===== config.mk =====
export PLATFORM = sky130hd
export DESIGN_NAME = s2_kes_ctrl_flat
export DESIGN_NICKNAME = d
export VERILOG_FILES = /design/src/rtl/s2_kes_ctrl_if.sv /design/src/rtl/s2_kes_ctrl.sv /design/src/flat_wrapper.sv
export SDC_FILE = /design/constraint.sdc
export NUM_CORES = 1
export LEC_CHECK = 0
export ABC_AREA = 0
export BUFFER_PORTS_ARGS = -buffer_cell sky130_fd_sc_hd__buf_2
export CELL_PAD_IN_SITES_DETAIL_PLACEMENT = 0
export CELL_PAD_IN_SITES_GLOBAL_PLACEMENT = 2
export CORE_ASPECT_RATIO = 0.9
export CORE_UTILIZATION = 33
export CTS_CLUSTER_SIZE = 20
export DETAILED_ROUTE_END_ITERATION = 6
export PLACE_DENSITY = 0.91
export RECOVER_POWER = 100
export SLEW_MARGIN = 20
export SYNTH_ARGS = -nofsm -noshare
export SYNTH_HDL_FRONTEND = slang
export SYNTH_SLANG_ARGS = --single-unit

===== constraint.sdc =====
create_clock -name clk -period 5.3 [get_ports clk]
set_input_delay 0.265 -clock clk [delete_from_list [all_inputs] [get_ports clk]]
set_output_delay 0.265 -clock clk [all_outputs]
set_load 0.05 [all_outputs]

===== src/rtl/s2_kes_ctrl_if.sv =====
// Handshake and data bundle between the stage-2 KES controller, the syndrome
// source, the key-equation solver and the Chien/Forney stage.
interface s2_kes_ctrl_if #(
   parameter int unsigned SYM_W = 8
);
   // syndrome input channel
   logic             syn_valid;
   logic             syn_ready;
   logic [SYM_W-1:0] syn0;
   logic [SYM_W-1:0] syn1;
   logic [SYM_W-1:0] syn2;
   logic [SYM_W-1:0] syn3;

   // solver channel
   logic             kes_ena;
   logic [SYM_W-1:0] kes_syn0;
   logic [SYM_W-1:0] kes_syn1;
   logic [SYM_W-1:0] kes_syn2;
   logic [SYM_W-1:0] kes_syn3;
   logic [SYM_W-1:0] kes_lambda0;
   logic [SYM_W-1:0] kes_lambda1;
   logic [SYM_W-1:0] kes_lambda2;
   logic [SYM_W-1:0] kes_omega0;
   logic [SYM_W-1:0] kes_omega1;
   logic             kes_done;

   // result channel
   logic             out_valid;
   logic             out_ready;
   logic [SYM_W-1:0] lambda0;
   logic [SYM_W-1:0] lambda1;
   logic [SYM_W-1:0] lambda2;
   logic [SYM_W-1:0] omega0;
   logic [SYM_W-1:0] omega1;
   logic [1:0]       out_nerr;
   logic             out_bypass;
   logic             out_fail;
   logic             busy;

   // controller side
   modport master (
      input  syn_valid, syn0, syn1, syn2, syn3,
      output syn_ready,
      output kes_ena, kes_syn0, kes_syn1, kes_syn2, kes_syn3,
      input  kes_lambda0, kes_lambda1, kes_lambda2, kes_omega0, kes_omega1, kes_done,
      output out_valid, lambda0, lambda1, lambda2, omega0, omega1,
      output out_nerr, out_bypass, out_fail, busy,
      input  out_ready
   );

   // environment side (syndrome source, solver, Chien stage)
   modport slave (
      output syn_valid, syn0, syn1, syn2, syn3,
      input  syn_ready,
      input  kes_ena, kes_syn0, kes_syn1, kes_syn2, kes_syn3,
      output kes_lambda0, kes_lambda1, kes_lambda2, kes_omega0, kes_omega1, kes_done,
      input  out_valid, lambda0, lambda1, lambda2, omega0, omega1,
      input  out_nerr, out_bypass, out_fail, busy,
      output out_ready
   );
endinterface


===== src/rtl/s2_kes_ctrl.sv =====
// Stage-2 key-equation solver sequencer for the RS(t=2, GF(2^8)) decoder.
// Accepts syndromes, bypasses the solver on an all-zero syndrome set, otherwise
// launches the solver, waits for completion with a timeout, and registers the
// lambda/omega result plus status for the Chien/Forney stage.
module s2_kes_ctrl #(
   parameter int unsigned SYM_W   = 8,
   parameter int unsigned TIMEOUT = 8,
   parameter int unsigned CNT_W   = 4
) (
   input  logic          clk,
   input  logic          rstn,
   s2_kes_ctrl_if.master bus
);

   typedef enum logic [4:0] {
      IDLE   = 5'b00001,
      LAUNCH = 5'b00010,
      WAIT   = 5'b00100,
      HOLD   = 5'b01000,
      BYP    = 5'b10000
   } state_t;

   typedef enum logic [1:0] {
      LD_CAP  = 2'd0,
      LD_FAIL = 2'd1,
      LD_BYP  = 2'd2
   } ld_sel_t;

   state_t           state;
   logic [CNT_W-1:0] tmo_cnt;
   logic             hold_fail;
   logic             out_free;
   logic             tmo_last;
   logic             syn_zero;
   logic             ld;
   ld_sel_t          ld_sel;
   logic [1:0]       cap_nerr;

   assign out_free = !bus.out_valid || bus.out_ready;
   assign tmo_last = (tmo_cnt == CNT_W'(TIMEOUT - 1));
   assign syn_zero = (bus.syn0 == '0) && (bus.syn1 == '0) &&
                     (bus.syn2 == '0) && (bus.syn3 == '0);
   assign bus.busy = (state != IDLE);

   // Error-count estimate from the degree of the solver's lambda
   always_comb begin
      cap_nerr = 2'd0;
      if (bus.kes_lambda2 != '0)
         cap_nerr = 2'd2;
      else if (bus.kes_lambda1 != '0)
         cap_nerr = 2'd1;
   end

   // Decide whether the output register is loaded this cycle and with what;
   // kes_done takes priority over an expiring timeout
   always_comb begin
      ld     = 1'b0;
      ld_sel = LD_CAP;
      case (state)
         WAIT: begin
            if (bus.kes_done) begin
               ld     = out_free;
               ld_sel = LD_CAP;
            end else if (tmo_last) begin
               ld     = out_free;
               ld_sel = LD_FAIL;
            end
         end
         HOLD: begin
            ld     = out_free;
            ld_sel = hold_fail ? LD_FAIL : LD_CAP;
         end
         BYP: begin
            ld     = out_free;
            ld_sel = LD_BYP;
         end
         default: ;
      endcase
   end

   // Sequencer state, solver launch, syndrome latch and output register
   always_ff @(posedge clk or negedge rstn) begin
      if (!rstn) begin
         state          <= IDLE;
         tmo_cnt        <= '0;
         hold_fail      <= 1'b0;
         bus.syn_ready  <= 1'b0;
         bus.kes_ena    <= 1'b0;
         bus.kes_syn0   <= '0;
         bus.kes_syn1   <= '0;
         bus.kes_syn2   <= '0;
         bus.kes_syn3   <= '0;
         bus.out_valid  <= 1'b0;
         bus.lambda0    <= '0;
         bus.lambda1    <= '0;
         bus.lambda2    <= '0;
         bus.omega0     <= '0;
         bus.omega1     <= '0;
         bus.out_nerr   <= 2'd0;
         bus.out_bypass <= 1'b0;
         bus.out_fail   <= 1'b0;
      end else begin
         bus.kes_ena <= 1'b0;

         case (state)
            IDLE: begin
               bus.syn_ready <= 1'b1;
               if (bus.syn_ready && bus.syn_valid) begin
                  bus.syn_ready <= 1'b0;
                  bus.kes_syn0  <= bus.syn0;
                  bus.kes_syn1  <= bus.syn1;
                  bus.kes_syn2  <= bus.syn2;
                  bus.kes_syn3  <= bus.syn3;
                  if (syn_zero) begin
                     state <= BYP;
                  end else begin
                     state       <= LAUNCH;
                     bus.kes_ena <= 1'b1;
                  end
               end
            end
            LAUNCH: begin
               tmo_cnt <= '0;
               state   <= WAIT;
            end
            WAIT: begin
               tmo_cnt <= tmo_cnt + 1'b1;
               if (bus.kes_done || tmo_last) begin
                  hold_fail <= !bus.kes_done;
                  state     <= ld ? IDLE : HOLD;
               end
            end
            HOLD, BYP: begin
               if (ld)
                  state <= IDLE;
            end
            default: state <= IDLE;
         endcase

         // syn_ready must already be high in the cycle after a load
         if (ld)
            bus.syn_ready <= 1'b1;

         if (ld) begin
            bus.out_valid <= 1'b1;
            case (ld_sel)
               LD_CAP: begin
                  bus.lambda0    <= bus.kes_lambda0;
                  bus.lambda1    <= bus.kes_lambda1;
                  bus.lambda2    <= bus.kes_lambda2;
                  bus.omega0     <= bus.kes_omega0;
                  bus.omega1     <= bus.kes_omega1;
                  bus.out_nerr   <= cap_nerr;
                  bus.out_fail   <= (cap_nerr == 2'd0);
                  bus.out_bypass <= 1'b0;
               end
               LD_BYP: begin
                  bus.lambda0    <= SYM_W'(1);
                  bus.lambda1    <= '0;
                  bus.lambda2    <= '0;
                  bus.omega0     <= '0;
                  bus.omega1     <= '0;
                  bus.out_nerr   <= 2'd0;
                  bus.out_fail   <= 1'b0;
                  bus.out_bypass <= 1'b1;
               end
               default: begin
                  bus.lambda0    <= '0;
                  bus.lambda1    <= '0;
                  bus.lambda2    <= '0;
                  bus.omega0     <= '0;
                  bus.omega1     <= '0;
                  bus.out_nerr   <= 2'd0;
                  bus.out_fail   <= 1'b1;
                  bus.out_bypass <= 1'b0;
               end
            endcase
         end else if (bus.out_valid && bus.out_ready) begin
            bus.out_valid <= 1'b0;
         end
      end
   end

endmodule


===== src/flat_wrapper.sv =====
// flat-port wrapper written by rule: the top's interface ports become plain ports
module s2_kes_ctrl_flat 
#(
   parameter int unsigned SYM_W   = 8,
   parameter int unsigned TIMEOUT = 8,
   parameter int unsigned CNT_W   = 4
)
  (clk, rstn, bus_syn_valid, bus_syn0, bus_syn1, bus_syn2, bus_syn3, bus_syn_ready, bus_kes_ena, bus_kes_syn0, bus_kes_syn1, bus_kes_syn2, bus_kes_syn3, bus_kes_lambda0, bus_kes_lambda1, bus_kes_lambda2, bus_kes_omega0, bus_kes_omega1, bus_kes_done, bus_out_valid, bus_lambda0, bus_lambda1, bus_lambda2, bus_omega0, bus_omega1, bus_out_nerr, bus_out_bypass, bus_out_fail, bus_busy, bus_out_ready);
  s2_kes_ctrl_if #(.SYM_W(SYM_W)) bus_i ();
  input  logic clk;
  input  logic rstn;
  input wire logic [$bits(bus_i.syn_valid)-1:0] bus_syn_valid;
  input wire logic [$bits(bus_i.syn0)-1:0] bus_syn0;
  input wire logic [$bits(bus_i.syn1)-1:0] bus_syn1;
  input wire logic [$bits(bus_i.syn2)-1:0] bus_syn2;
  input wire logic [$bits(bus_i.syn3)-1:0] bus_syn3;
  output wire logic [$bits(bus_i.syn_ready)-1:0] bus_syn_ready;
  output wire logic [$bits(bus_i.kes_ena)-1:0] bus_kes_ena;
  output wire logic [$bits(bus_i.kes_syn0)-1:0] bus_kes_syn0;
  output wire logic [$bits(bus_i.kes_syn1)-1:0] bus_kes_syn1;
  output wire logic [$bits(bus_i.kes_syn2)-1:0] bus_kes_syn2;
  output wire logic [$bits(bus_i.kes_syn3)-1:0] bus_kes_syn3;
  input wire logic [$bits(bus_i.kes_lambda0)-1:0] bus_kes_lambda0;
  input wire logic [$bits(bus_i.kes_lambda1)-1:0] bus_kes_lambda1;
  input wire logic [$bits(bus_i.kes_lambda2)-1:0] bus_kes_lambda2;
  input wire logic [$bits(bus_i.kes_omega0)-1:0] bus_kes_omega0;
  input wire logic [$bits(bus_i.kes_omega1)-1:0] bus_kes_omega1;
  input wire logic [$bits(bus_i.kes_done)-1:0] bus_kes_done;
  output wire logic [$bits(bus_i.out_valid)-1:0] bus_out_valid;
  output wire logic [$bits(bus_i.lambda0)-1:0] bus_lambda0;
  output wire logic [$bits(bus_i.lambda1)-1:0] bus_lambda1;
  output wire logic [$bits(bus_i.lambda2)-1:0] bus_lambda2;
  output wire logic [$bits(bus_i.omega0)-1:0] bus_omega0;
  output wire logic [$bits(bus_i.omega1)-1:0] bus_omega1;
  output wire logic [$bits(bus_i.out_nerr)-1:0] bus_out_nerr;
  output wire logic [$bits(bus_i.out_bypass)-1:0] bus_out_bypass;
  output wire logic [$bits(bus_i.out_fail)-1:0] bus_out_fail;
  output wire logic [$bits(bus_i.busy)-1:0] bus_busy;
  input wire logic [$bits(bus_i.out_ready)-1:0] bus_out_ready;
  assign bus_i.syn_valid = bus_syn_valid;
  assign bus_i.syn0 = bus_syn0;
  assign bus_i.syn1 = bus_syn1;
  assign bus_i.syn2 = bus_syn2;
  assign bus_i.syn3 = bus_syn3;
  assign bus_syn_ready = bus_i.syn_ready;
  assign bus_kes_ena = bus_i.kes_ena;
  assign bus_kes_syn0 = bus_i.kes_syn0;
  assign bus_kes_syn1 = bus_i.kes_syn1;
  assign bus_kes_syn2 = bus_i.kes_syn2;
  assign bus_kes_syn3 = bus_i.kes_syn3;
  assign bus_i.kes_lambda0 = bus_kes_lambda0;
  assign bus_i.kes_lambda1 = bus_kes_lambda1;
  assign bus_i.kes_lambda2 = bus_kes_lambda2;
  assign bus_i.kes_omega0 = bus_kes_omega0;
  assign bus_i.kes_omega1 = bus_kes_omega1;
  assign bus_i.kes_done = bus_kes_done;
  assign bus_out_valid = bus_i.out_valid;
  assign bus_lambda0 = bus_i.lambda0;
  assign bus_lambda1 = bus_i.lambda1;
  assign bus_lambda2 = bus_i.lambda2;
  assign bus_omega0 = bus_i.omega0;
  assign bus_omega1 = bus_i.omega1;
  assign bus_out_nerr = bus_i.out_nerr;
  assign bus_out_bypass = bus_i.out_bypass;
  assign bus_out_fail = bus_i.out_fail;
  assign bus_busy = bus_i.busy;
  assign bus_i.out_ready = bus_out_ready;
  s2_kes_ctrl #(.SYM_W(SYM_W), .TIMEOUT(TIMEOUT), .CNT_W(CNT_W)) u_core (.clk(clk), .rstn(rstn), .bus(bus_i));
endmodule

==> results of run 1 <==
logic make-up (layout without fill, tap and decap cells):
kind of cell / Yosys count / count (layout) / share of synthesized area, %
buffers and inverters: 14 / 177 / 3.88
multiplexers: 36 / 36 / 11.8
flip-flops: 89 / 89 / 60.5
AO/OA/AOI/OAI: 62 / 62 / 14.3
AND/OR/NAND/NOR: 54 / 54 / 8.97
adder cells (fa/ha/maj): 1 / 1 / 0.340
XOR/XNOR: 1 / 1 / 0.238
critical path: cells and delay by family, from the launching register on:
family	cells	cell delay, ps
DFF	1	470
muxes	1	830
and+or+nand+nor	2	1890
final cells by class:
class | count | area, µm² | share of cell area (%)
Tap cell | 152 | 190 | 4.09
Clock inverter | 4 | 45.0 | 0.968
Multi-Input combinational cell | 154 | 1250 | 26.8
Clock buffer | 11 | 233 | 5.00
Timing Repair Buffer | 160 | 702 | 15.1
Sequential cell | 89 | 2230 | 47.9
Inverter | 2 | 7.51 | 0.161
path summary, 6_finish.rpt:
| check | endpoint | slack, ps | from | cells past startpoint |
|---|---|---|---|---|
| max reg2reg | u_core.bus.kes_syn0[4]$_DFFE_PN0P_ | 1970 | u_core.state[4]$_DFFE_PN0P_ | 3 |
| min reg2reg | u_core.bus.lambda0[4]$_DFFE_PN0P_ | 500 | u_core.bus.lambda0[4]$_DFFE_PN0P_ | 1 |
| min | u_core.bus.omega1[4]$_DFFE_PN0P_ | 150 | bus_kes_omega1[4] | 2 |
| max | u_core.bus.kes_syn0[4]$_DFFE_PN0P_ | 1970 | u_core.state[4]$_DFFE_PN0P_ | 3 |
| max in group asynchronous | u_core.state[1]$_DFFE_PN0P_ | 2650 | rstn | 3 |
| min in group asynchronous | u_core.bus.omega0[1]$_DFFE_PN0P_ | 340 | rstn | 2 |
placed cells by master, fill, tap and decap left out, drive strengths merged, types with 2 or more instances in the layout:
master,Yosys,final
nand2,10,10
inv,2,2
clkinv,0,3
nor3,4,4
a21oi,2,2
o21ai,7,7
a22o,42,42
clkbuf,0,95
buf,12,75
mux2,34,34
nor2,5,5
mux2i,2,2
dfrtp,88,88
nor4,14,14
nand3,4,4
nand2b,4,4
o211ai,3,3
nand4,4,4
registers in the layout, indices dropped and copies added, names as in the netlist:
| signal | count |
|---|---|
| u_core.bus.out_nerr | 2 |
| u_core.bus.kes_syn0 | 8 |
| u_core.bus.lambda2 | 8 |
| u_core.bus.lambda0 | 8 |
| u_core.bus.out_valid | 1 |
| u_core.bus.syn_ready | 1 |
| u_core.bus.lambda1 | 8 |
| u_core.bus.omega1 | 8 |
| u_core.bus.out_bypass | 1 |
| u_core.bus.kes_ena | 1 |
| u_core.bus.kes_syn3 | 8 |
| u_core.bus.omega0 | 8 |
| u_core.bus.kes_syn2 | 8 |
| u_core.hold_fail | 1 |
| u_core.tmo_cnt | 4 |
| u_core.bus.out_fail | 1 |
| u_core.state | 5 |
| u_core.bus.kes_syn1 | 8 |
layer usage:
layer / wire, µm / up-vias / GRT usage [%]
met5: 0 / - / 0
met4: 60 / 0 / 4.55
met3: 877 / 4 / 8.07
met2: 3830 / 134 / 24.3
met1: 4080 / 1364 / 20.3
li1: - / 1301 / -
per-stage QoR:
stage | std cells | setup WS [ps] | hold slack, ps | util (%) | instance area [µm²]
2_1_floorplan | 257 | 3470 | -30.6 | - | 3680
3_3_place_gp | 556 | 2940 | 71.6 | 41.8 | 4540
3_5_place_dp | 556 | 2860 | 74.3 | 41.8 | 4540
4_1_cts | 572 | 2860 | 142 | 44.5 | 4830
5_1_grt | 572 | 1640 | 136 | 42.9 | 4650
6_report | 572 | 1970 | 151 | 42.9 | 4650
==> impl_results.md, run 1 <==
* Status: complete, but fails checks
* Failing checks: capacitance limit, slew limit
* Post-synth EDFFs at 0
* ANT nets after route at 0
* CTS H-Tree Depth at 3
* Post-Route Setup TNS at 0 ps
* CP required at 5500 ps
* # setup viols final at 0
* Crit Path Max Fanout at 34
* Clock Skew at 6.68 ps
* Critical Path Max Stage Delay at 1360 ps
* Critical-path cell list: nor4_1 -> nand4_1 -> mux2_1
* Total track usage at 16.0%
* Normalized max-slew margin at -38.3%
* Largest net degree at the start of global routing at 85
* Synth cell types at 43
* Post-synth top cells: dfrtp_1 (88), a22o_1 (42), mux2_2 (25), nor4_1 (13), buf_6 (12)
* RSZ-0062 raised after global routing: no
* Post-CTS sizing at 0
* Async SR Flop Fraction at 100%
* Net Count, Synth at 335
* Sink Count at 89
* CTS Buf Count at 9
* DRT iter0 DRCs at 121
* Total I/O pin count at 157
* Post-layout min period at 3330 ps
* Initial antenna violation count at 0
* Final net count at 494
* Max Buffers Root-to-Sink at 2
* Setup Fix Bufs, Post-CTS at 0
* Die Span Y at 102 µm
* Max-cap violations at 3
* Grt total ovfl at 0
* Worst hold path type: in2reg
* Inserted Diodes at 0
* Worst EP arrival at 3540 ps
* Syn Area/Cell at 14.3 µm²
* Die Width at 113 µm
* Primary FF master, synth: dfrtp_1
* Top-count cell post-synth: dfrtp_1
* Core ar. at 0.0109 mm²
* Top cell type's share of synthesized area at 59.8%
* First-pass GRT wire length at 14000 µm
* Reg clk slew, reported paths at 60 ps
* Final hold viol count at 0
* DP HPWL at 6160 µm
* Final RePlAce weighted congestion at 0.794
* Drt drc at 0
* Layout cell share with drive strength beyond 1 at 28.1%
* Crit Path Class: reg2reg
* Hold-fix buffers, CTS at 1
* Final Cycle Share at 62.9%
* Layout area overhead at 26.4%
* Yosys top cell by area: dfrtp_1
* Routed len/inst at 15.5 µm
* Clock latency on the worst-skew pair at 340 ps
* YS warnings at 0
* Clock root buffer: clkbuf_16
* Startpoint Class: register
* Vias per std cell at 4.90
* Ranking of synthesized cells by area: dfrtp_1 (60%), a22o_1 (10%), mux2_2 (7.6%)
* Achievable Freq at 0.300 GHz
* Starting Density at 33.9%
* WL final at 8850 µm
* Yosys reg bits at 89
* Port Buf Inserts at 156
* DR pass1 iterations at 4
* Area of the mapped netlist at 0.00368 mm²
* Slew Limit Fails at 162
* Vias at 2803
* TritonCTS clock tree: built
* FILL cells at 1079
* Sequential-to-total area share from yosys stat at 60.5%
* Vias in the first global route at 2792
* Crit. End Element: register
* Die area at 0.0116 mm²
* Worst path slowest cell: nand4_1
* Gate Count Post-Synth at 257
* Row count at 36
* Worst slew pin tran at 2070 ps
Power of run 1 is left out: the tool's default activity adds up to more than one toggle a clock period on the data nets, which glitch-free logic cannot reach.
==> inputs of run 2 (changes only) <==
--- a/config.mk
+++ b/config.mk
@@ -10,10 +10,10 @@
 export CELL_PAD_IN_SITES_DETAIL_PLACEMENT = 0
 export CELL_PAD_IN_SITES_GLOBAL_PLACEMENT = 2
 export CORE_ASPECT_RATIO = 0.9
-export CORE_UTILIZATION = 33
+export CORE_UTILIZATION = 27
 export CTS_CLUSTER_SIZE = 20
 export DETAILED_ROUTE_END_ITERATION = 6
-export PLACE_DENSITY = 0.91
+export PLACE_DENSITY = 0.81
 export RECOVER_POWER = 100
 export SLEW_MARGIN = 20
 export SYNTH_ARGS = -nofsm -noshare
==> constraint.sdc (replaced) <==
create_clock -name clk -period 2.82 [get_ports clk]
set_input_delay 0.141 -clock clk [delete_from_list [all_inputs] [get_ports clk]]
set_output_delay 0.141 -clock clk [all_outputs]
set_load 0.05 [all_outputs]
==> impl_results.md, run 2 (synthesis gave the netlist of run 1 again) <==
* LEAKAGE at 2.11 nW
* Critical path origin: u_core.state[4]$_DFFE_PN0P_ (unchanged)
* Max-cap violations at 0 (was 3)
* # setup viols final at 0 (unchanged)
* Most frequent cells in the layout: dfrtp_1 (88), clkbuf_1 (80), buf_2 (76) (was dfrtp_1 (88), clkbuf_1 (85), buf_2 (75))
* Clock Skew at 6.57 ps (was 6.68 ps)
* Slew Limit Fails at 0 (was 162)
* Row count at 40 (was 36)
* # placed instances at 574 (was 556)
* Final Util at 35.7% (was 42.9%)
* Commonest non-fill, non-tap cell in the layout: dfrtp_1 (unchanged)
* Largest net degree at the start of global routing at 43 (was 85)
* Final setup margin at 608 ps (was 1970 ps)
* Failing checks: DRC (was capacitance limit, slew limit)
* Vias at 2787 (was 2803)
* Starting Density at 27.7% (was 33.9%)
* First-pass GRT wire length at 14800 µm (was 14000 µm)
* Drt drc at 26 (was 0)
* Core ar. at 0.0133 mm² (was 0.0109 mm²)
* Finished Cell Area at 0.00475 mm² (was 0.00465 mm²)
* DRT iter0 DRCs at 107 (was 121)
* Total track usage at 13.4% (was 16.0%)
* Final Cycle Share at 78.5%
* Worst hold path type: in2reg (unchanged)
* Achievable Freq at 0.452 GHz
* Power Density at 1470 mW/mm²
* R2r setup slk at 700 ps (was 1970 ps)
* Final non-filler cell total at 591 (was 572)
* Total I/O pin count at 157 (unchanged)
* Crit Path Max Fanout at 8 (was 34)
* Final RePlAce weighted congestion at 0.774 (was 0.794)
* TritonCTS clock tree: built (unchanged)
* Normalized max-slew margin at 27.7% (was -38.3%)
* Worst EP arrival at 2070 ps (was 3540 ps)
* Die Width at 125 µm (was 113 µm)
* DP HPWL at 6520 µm (was 6160 µm)
* Final net count at 496 (was 494)
* Sink Count at 89 (unchanged)
* DR pass1 iterations at 6 (was 4)
* Post-Route Setup TNS at 0 ps (unchanged)
* Vias in the first global route at 2776 (was 2792)
* Layout area overhead at 29.2% (was 26.4%)
* Clock root buffer: clkbuf_16 (unchanged)
* Reg2reg end: u_core.bus.out_nerr[0]$_DFFE_PN0P_ (was u_core.bus.kes_syn0[4]$_DFFE_PN0P_)
* Crit. End Element: primary output (was register)
* Final hold viol count at 0 (unchanged)
* CTS H-Tree Depth at 3 (unchanged)
* ANT nets after route at 0 (unchanged)
* Status: complete, but fails checks (unchanged)
* WHS at 25.1 ps (was 151 ps)
* Crit path to: bus_busy (was u_core.bus.kes_syn0[4]$_DFFE_PN0P_)
* Die Span Y at 113 µm (was 102 µm)
* Port Buf Inserts at 156 (unchanged)
* Worst slew pin tran at 1080 ps (was 2070 ps)
* Total Power at 6.99 mW
* Vias per std cell at 4.72 (was 4.90)
* Startpoint Class: register (unchanged)
* FILL cells at 1335 (was 1079)
* RSZ-0062 raised after global routing: no (unchanged)
* Layout cell share with drive strength beyond 1 at 30.0% (was 28.1%)
* Max Buffers Root-to-Sink at 2 (unchanged)
* Inserted Diodes at 0 (unchanged)
* Worst Hold Path Cells at 2 (unchanged)
* Placed cell area at 0.00459 mm² (was 0.00454 mm²)
* Die area at 0.0141 mm² (was 0.0116 mm²)
* Routed len/inst at 15.3 µm (was 15.5 µm)
* Initial antenna violation count at 0 (unchanged)
* WL final at 9060 µm (was 8850 µm)
* Crit Path Class: reg2out (was reg2reg)
* Clock latency on the worst-skew pair at 330 ps (was 340 ps)
* Peak VDD IR at 686 µV
* R2R depth at 5 (was 3)
* Reg2reg start: u_core.state[4]$_DFFE_PN0P_ (unchanged)
* CTS Buf Count at 9 (unchanged)
* Post-layout min period at 2210 ps
* Reg clk slew, reported paths at 60 ps (about the same)
* CP required at 2680 ps (was 5500 ps)
* Post-CTS sizing at 0 (unchanged)
* Setup WS pre-CTS at 816 ps (was 2860 ps)
* Grt total ovfl at 0 (unchanged)
-- run 2: cell type report --
type / count / area [µm²] / share of cell area (%)
Inverter: 2 / 7.51 / 0.158
Tap cell: 168 / 210 / 4.42
Multi-Input combinational cell: 154 / 1260 / 26.6
Sequential cell: 89 / 2230 / 46.9
Clock inverter: 4 / 51.3 / 1.08
Clock buffer: 12 / 256 / 5.39
Timing Repair Buffer: 162 / 737 / 15.5
-- run 2: worst min-delay path by stage --
stage                                               endpoint  slack, ps          startpoint
final                      u_core.bus.lambda0[6]$_DFFE_PN0P_         30  bus_kes_lambda0[6]
after global routing       u_core.bus.lambda0[6]$_DFFE_PN0P_          6  bus_kes_lambda0[6]
after CTS                  u_core.bus.lambda0[6]$_DFFE_PN0P_          2  bus_kes_lambda0[6]
after detailed placement  u_core.bus.kes_syn0[6]$_DFFE_PN0P_        180                rstn
after global placement    u_core.bus.kes_syn0[0]$_DFFE_PN0P_        170                rstn
after floorplan                 u_core.bus.kes_ena$_DFF_PN0_       -150                rstn
-- run 2: per-layer routing --
layer  up-vias  part of all wire, %  global-route usage, %
met3         6                  8.6                   5.39
li1       1301                    -                      -
met5         -                    0                      0
met4         0                 0.75                   4.80
met2       120                   44                   19.6
met1      1360                   46                   17.9
-- run 2: worst max-delay path, cell delays in order (launching register included) --
cell	delay, ps
dfrtp_1	450
nor4_1	740
nand2_1	260
buf_2	290
-- run 2: report_power, final --
group          switching, mW  internal (mW)  leakage (nW)
clock network          0.485          0.736         0.149
logic                   2.70          0.836         0.890
registers              0.353           1.88          1.07
total                   3.53           3.45          2.11
-- run 2: what timing repair did --
action	in CTS	in global routing
endpoints found under the hold margin	38	0
hold buffers	1	0
buffers inserted	0	0
setup endpoints to repair	0	0
Power figures use the tool's default switching activity.
